--- config.mk ---
export PLATFORM = sky130hd
export DESIGN_NAME = decode_stage
export DESIGN_NICKNAME = d
export VERILOG_FILES = /design/src/rtl/riscy_pkg.sv /design/src/rtl/regfile.sv /design/src/rtl/decode_stage.sv
export SDC_FILE = /design/constraint.sdc
export NUM_CORES = 2
export LEC_CHECK = 0
export CAP_MARGIN = 10
export CORE_ASPECT_RATIO = 1.75
export CORE_MARGIN = 3
export CORE_UTILIZATION = 35
export CTS_CLUSTER_SIZE = 14
export DETAILED_ROUTE_END_ITERATION = 8
export GPL_ROUTABILITY_DRIVEN = 0
export REMOVE_ABC_BUFFERS = 1
export SETUP_SLACK_MARGIN = 0.2
export SYNTH_ARGS = -nofsm -noshare
export SYNTH_HDL_FRONTEND = slang
export SYNTH_HIERARCHICAL = 1
export SYNTH_SLANG_ARGS = --single-unit
--- constraint.sdc ---
create_clock -name clk -period 2.68 [get_ports clk]
set_clock_uncertainty 0.15 [all_clocks]
set_input_delay 0.536 -clock clk [delete_from_list [all_inputs] [get_ports clk]]
set_output_delay 0.536 -clock clk [all_outputs]
set_load 0.01 [all_outputs]
--- src/rtl/riscy_pkg.sv ---
// riscy_pkg: shared ALU-instruction encodings and the legality rule for the decode stage.
// Contents: XLEN, opcode constants, funct3 enum, funct7 constants, alu_legal() helper.
package riscy_pkg;

    localparam int XLEN = 32;

    localparam logic [6:0] OPC_OP     = 7'b0110011;
    localparam logic [6:0] OPC_OP_IMM = 7'b0010011;

    localparam logic [6:0] F7_BASE = 7'b0000000;
    localparam logic [6:0] F7_ALT  = 7'b0100000;

    typedef enum logic [2:0] {
        F3_ADD  = 3'b000,
        F3_SLL  = 3'b001,
        F3_SLT  = 3'b010,
        F3_SLTU = 3'b011,
        F3_XOR  = 3'b100,
        F3_SR   = 3'b101,
        F3_OR   = 3'b110,
        F3_AND  = 3'b111
    } funct3_e;

    // F7_ALT selects SUB (with ADD) or SRA (with SR) on OP; on OP-IMM only the
    // right shift may carry it, and SLLI must have an all-zero upper field.
    function automatic logic alu_legal(input logic [31:0] instr);
        logic [6:0] f7;
        logic [2:0] f3;
        f7 = instr[31:25];
        f3 = instr[14:12];
        if (instr[6:0] == OPC_OP)
            return f7 == F7_BASE || (f7 == F7_ALT && (f3 == F3_ADD || f3 == F3_SR));
        if (instr[6:0] == OPC_OP_IMM)
            return f3 == F3_SLL ? f7 == F7_BASE :
                   f3 == F3_SR  ? (f7 == F7_BASE || f7 == F7_ALT) : 1'b1;
        return 1'b0;
    endfunction

endpackage

--- src/rtl/regfile.sv ---
// regfile: 32 x XLEN register file, two combinational read ports, one write port.
// Ports: clk, rst (sync, active-high, clears all entries); we/waddr/wdata write port;
//        raddr1/rdata1 and raddr2/rdata2 read ports. x0 always reads 0 and ignores writes.
module regfile
    import riscy_pkg::*;
(
    input  logic            clk,
    input  logic            rst,
    input  logic            we,
    input  logic [4:0]      waddr,
    input  logic [XLEN-1:0] wdata,
    input  logic [4:0]      raddr1,
    output logic [XLEN-1:0] rdata1,
    input  logic [4:0]      raddr2,
    output logic [XLEN-1:0] rdata2
);

    logic [XLEN-1:0] mem [32];

    always_ff @(posedge clk) begin
        if (rst) begin
            for (int i = 0; i < 32; i++) mem[i] <= '0;
        end else if (we && waddr != 5'd0) begin
            mem[waddr] <= wdata;
        end
    end

    assign rdata1 = raddr1 == 5'd0 ? '0 : mem[raddr1];
    assign rdata2 = raddr2 == 5'd0 ? '0 : mem[raddr2];

endmodule

--- src/rtl/decode_stage.sv ---
// decode_stage: RV32I OP/OP-IMM decode and issue with RAW scoreboard, feeding the ALU.
// Ports: clk, rst (sync, active-high); fetch side if_valid/if_ready/if_instr;
//        write-back wb_en/wb_addr/wb_data; flush; ALU side ex_ready/ex_valid,
//        funct3, funct7, rs1, rs2, rd_addr; illegal (one-cycle pulse).
// Option: DECODE_BYPASS_EN lets a source read wb_data in the write-back cycle
//         instead of waiting a cycle for the pending bit to clear.
module decode_stage
    import riscy_pkg::*;
(
    input  logic            clk,
    input  logic            rst,
    input  logic            if_valid,
    output logic            if_ready,
    input  logic [31:0]     if_instr,
    input  logic            wb_en,
    input  logic [4:0]      wb_addr,
    input  logic [XLEN-1:0] wb_data,
    input  logic            flush,
    input  logic            ex_ready,
    output logic            ex_valid,
    output logic [2:0]      funct3,
    output logic            funct7,
    output logic [XLEN-1:0] rs1,
    output logic [XLEN-1:0] rs2,
    output logic [4:0]      rd_addr,
    output logic            illegal
);

    logic [4:0]      rs1_idx;
    logic [4:0]      rs2_idx;
    logic [4:0]      rd_idx;
    logic [2:0]      f3;
    logic            is_op;
    logic            is_imm;
    logic            is_shift;
    logic            legal;
    logic            f7_bit;
    logic            byp1;
    logic            byp2;
    logic            hazard;
    logic            accept;
    logic [XLEN-1:0] rf1;
    logic [XLEN-1:0] rf2;
    logic [XLEN-1:0] src1;
    logic [XLEN-1:0] src2;
    logic [XLEN-1:0] op_b;
    logic [31:0]     pending;
    logic [31:0]     pending_nx;

    assign rs1_idx  = if_instr[19:15];
    assign rs2_idx  = if_instr[24:20];
    assign rd_idx   = if_instr[11:7];
    assign f3       = if_instr[14:12];
    assign is_op    = if_instr[6:0] == OPC_OP;
    assign is_imm   = if_instr[6:0] == OPC_OP_IMM;
    assign is_shift = f3 == F3_SLL || f3 == F3_SR;
    assign legal    = alu_legal(if_instr);
    assign f7_bit   = is_op ? if_instr[30] : (is_imm && f3 == F3_SR) ? if_instr[30] : 1'b0;

    regfile u_rf (
        .clk    (clk),
        .rst    (rst),
        .we     (wb_en),
        .waddr  (wb_addr),
        .wdata  (wb_data),
        .raddr1 (rs1_idx),
        .rdata1 (rf1),
        .raddr2 (rs2_idx),
        .rdata2 (rf2)
    );

`ifdef DECODE_BYPASS_EN
    assign byp1 = wb_en && wb_addr == rs1_idx && rs1_idx != 5'd0;
    assign byp2 = wb_en && wb_addr == rs2_idx && rs2_idx != 5'd0;
`else
    assign byp1 = 1'b0;
    assign byp2 = 1'b0;
`endif

    assign src1 = byp1 ? wb_data : rf1;
    assign src2 = byp2 ? wb_data : rf2;
    assign op_b = is_op    ? src2 :
                  is_shift ? {27'b0, rs2_idx} :
                             {{20{if_instr[31]}}, if_instr[31:20]};

    // rs1 is always considered a source; rs2 only when it names a register (OP).
    assign hazard   = (pending[rs1_idx] && !byp1) || (is_op && pending[rs2_idx] && !byp2);
    assign if_ready = !rst && !flush && !hazard && (!ex_valid || ex_ready);
    assign accept   = if_valid && if_ready;

    // Clears are applied before the set so a same-edge set of the same index wins.
    // A flushed instruction only releases its rd if the ALU did not take it this cycle.
    always_comb begin
        pending_nx = pending;
        if (wb_en && wb_addr != 5'd0) pending_nx[wb_addr] = 1'b0;
        if (flush && ex_valid && !ex_ready) pending_nx[rd_addr] = 1'b0;
        if (accept && legal && rd_idx != 5'd0) pending_nx[rd_idx] = 1'b1;
    end

    always_ff @(posedge clk) begin
        if (rst) begin
            pending  <= '0;
            ex_valid <= 1'b0;
            illegal  <= 1'b0;
            funct3   <= 3'b0;
            funct7   <= 1'b0;
            rs1      <= '0;
            rs2      <= '0;
            rd_addr  <= 5'd0;
        end else begin
            pending <= pending_nx;
            illegal <= accept && !legal;
            if (accept && legal) begin
                ex_valid <= 1'b1;
                funct3   <= f3;
                funct7   <= f7_bit;
                rs1      <= src1;
                rs2      <= op_b;
                rd_addr  <= rd_idx;
            end else if (flush || ex_ready) begin
                ex_valid <= 1'b0;
            end
        end
    end

endmodule

==> reports/summary.txt <==
Crit Path Max Fanout: 2
Mean Syn Cell Area: 14.53 um^2
WL per Instance: 31.98 um
R2R Path Start: pending[7]
All-Layer GR Usage: 24.40%
Failing checks: setup timing
Max clock buf depth: 3
Multi-input gate area: 26170 um^2
DR DRC count: 0
Total CTS buffers: 101
Initial Util: 35.27%
Worst Path Arrival: 2.42 ns
Row count: 200
Synthesized area: 59930 um^2
Fillers: 15140
Largest net degree at the start of global routing: 57
Async S/R FF share, synth: 0%
Die ar.: 176400 um^2
Worst path required time: 1.99 ns
Vias: 40590
Global route total overflow: 0
Hold path cells: 4
Worst skew pair latency: 0.73 ns
Worst-Margin Slew: 1.011 ns
Number of antenna violations at the first check in global routing: 13
Ratio of cells with drive above 1 in the final layout: 32.44%
Slew headroom: 32.63%
Nets@finish: 4664
DRT antenna net count: 0
Final min period: 3.106 ns
Fmax: 322.0 MHz
EDFF count, synth: 1024
Syn. warnings: 6
Clk root buf: clkbuf_16
First-pass GRT wire length: 309300 um
Final Core Density: 43.22%
Synth unique cells: 61
CTS tree: built
Reg2reg setup slack: -0.09 ns
Crit-path cells: mux4_2 > mux2i_2 > nor3b_4 > o31ai_4 > and3_4 > buf_6
Sequential fraction of the synthesis area: 54.89%
Unrepaired setup endpoints after global routing: yes
Ys flop type: edfxtp_1
Ports: 151
# clock sinks: 1131
Hold Path Origin: rst
Initial DRC count: 4294
Worst-path clk slew: 0.08 ns
Synthesized flop and latch total: 1131
HP Class: primary input to flip-flop
Critical path capture point type: primary output
Core box area: 169900 um^2
Drt total wl: 220400 um
Power Dens Cells: 553.9 nW/um^2
Final hold vios: 0
DIE WIDTH: 318.8 um
DR vias/cell: 5.889
Final setup viols: 26
Overall power: 0.04068 W
CP peak stage delay: 0.48 ns
Static Leak: 25.64 nW
WHS Endpoint: ex_valid
Register area: 32930 um^2
Final HPWL DP: 150000 um
Worst Hold Margin: 0.07379 ns
Reg2Reg Depth: 12
Die Ht: 553.4 um
CP Launch Type: flip-flop
Syn-to-layout area delta: 22.54%
Critical R2R Capture: pending[2]
Status: finished with violations
# hold bufs at CTS: 0
Mapped Cells: 4124
Count of pins over their slew limit: 0
Critical-path top delay cell: mux4_2
Worst VDD drop: 0.5007 mV
Port Buf Inserts: 150
WS Path Type: flip-flop to primary output
Vias in the first global route: 42810
Drt pass-1 iters: 5
Max-Cap Viols: 0
H-tree Lvls: 3
Final worst slack: -0.4257 ns
Crit share post-route: 115.9%
## where the power goes
part           internal, W  leakage, nW  switching [W]  total (W)
Combinational      0.00259         13.5        0.00297    0.00556
Clock              0.00775         1.54        0.00683     0.0146
Sequential          0.0201         10.6       0.000459     0.0205
Total               0.0304         25.6         0.0103     0.0407
## state kept, by name (all words and copies together), names as in the netlist, 3 cells and up
name / flops
funct3: 3
pending: 32
rd_addr: 5
rs1: 32
rs2: 32
u_rf/mem: 1024
## cell usage after synthesis (11+ instances only)
master     count  area [um^2]
nand4_1       25        156.4
nor3_1        59        295.3
nor2b_1       47        294.0
buf_2         61        305.3
nor2_1        61        229.0
o2111ai_1     11        96.34
and2_1       998         6243
mux2_2        33        371.6
dfxtp_1      107         2142
nand3b_1      12        90.09
a2111oi_0     15        131.4
clkbuf_1     305         1145
nand2_1       48        180.2
nand2b_1      17        106.4
nand3_1       21        105.1
buf_1         14        52.55
a211oi_1      34        255.2
a21oi_1       58        290.3
a221oi_1      16        140.1
o22ai_1      104        650.6
or2_2         37        231.5
mux2i_1      175         1752
mux4_2       479        10790
o31ai_1       33        247.7
buf_6         24        270.3
a22oi_1       20        150.1
buf_4         41        307.8
edfxtp_1    1024        30750
mux2_4        21        315.3
a22o_1        51        446.7
a31oi_1       31        193.9
o21bai_1      12        90.09
a2111oi_1     41        410.4
## critical path: cells and delay by family (launching register included)
family / cells / cell delay (ns)
multiplexers: 2 / 0.70
flip-flops: 1 / 0.36
AND/OR/NAND/NOR: 2 / 0.30
AO/OA/AOI/OAI: 1 / 0.24
buffers and inverters: 1 / 0.10
## kinds of logic (layout without fill, tap and decap cells)
kind of cell,count (synthesis),count (layout),share of synthesized area [%]
AO/OA/AOI/OAI,457,457,5.600
multiplexers,708,708,22.07
buffers and inverters,450,959,3.503
AND/OR/NAND/NOR,1377,1377,13.93
flip-flops,1131,1131,54.89
other,1,39,0.006258
## layout make-up
| class | instances | share of cell area, % |
|---|---|---|
| Antenna cell | 7 | 0.02385 |
| Tap cell | 2222 | 3.786 |
| Sequential cell | 1131 | 44.85 |
| Timing Repair Buffer | 776 | 11.39 |
| Clock buffer | 131 | 3.651 |
| Multi-Input combinational cell | 2574 | 35.64 |
| Clock inverter | 47 | 0.6389 |
| Inverter | 5 | 0.02556 |
## how the worst max path moves through the flow
stage	cells past startpoint	end	startpoint	slack (ns)
CTS	7	if_ready	pending[15]	-0.46
global placement	10	rs1[4]	if_instr[3]	-0.98
finish	6	if_ready	pending[7]	-0.43
global route	7	if_ready	pending[15]	-0.48
detailed placement	11	pending[2]	if_instr[4]	-0.97
floorplan	6	funct3[0]	if_instr[4]	-1.89
## cells in the final DEF, fill, tap and decap left out, drive strengths merged, types with 60 or more instances in the layout
cell / Yosys / routed
buf: 140 / 628
and2: 998 / 998
nor2: 61 / 61
edfxtp: 1024 / 1024
clkdlybuf4s50: 0 / 138
mux2i: 175 / 175
dfxtp: 107 / 107
mux4: 479 / 479
clkbuf: 305 / 139
nor3: 60 / 60
o22ai: 104 / 104
## routing by layer
metal  GRT usage (%)  share of wire (%)  routed length [um]  vias to the layer above
met5               0              0.025                  54                        -
met4           14.32                7.2               15800                        8
met3           4.039                7.2               15820                      746
met2           43.96                 52              113800                     2101
met1           26.99                 34               74890                    20860
li1                -                  -                   -                    16870
## through the flow
| stage | instances | cell area [um^2] | TNS (ns) | setup slack (ns) |
|---|---|---|---|---|
| floorplan | 3710 | 57960 | -301.31 | -1.894 |
| global placement | 6677 | 68630 | -266.50 | -0.9795 |
| detailed placement | 6677 | 68630 | -255.18 | -0.9714 |
| CTS | 6874 | 72540 | -0.7085 | -0.4607 |
| global route | 6888 | 73420 | -3.436 | -0.4849 |
| finish | 6893 | 73430 | -1.685 | -0.4257 |
## repair_timing
| action | in CTS | in global routing |
|---|---|---|
| gates resized for setup | 124 | 118 |
| cloned | 7 | 7 |
| pin swaps | 19 | 60 |
| endpoints found under the hold margin | 0 | 0 |
| buffers inserted | 12 | 5 |
| setup endpoints to repair | 118 | 107 |
Power figures use the tool's default switching activity.
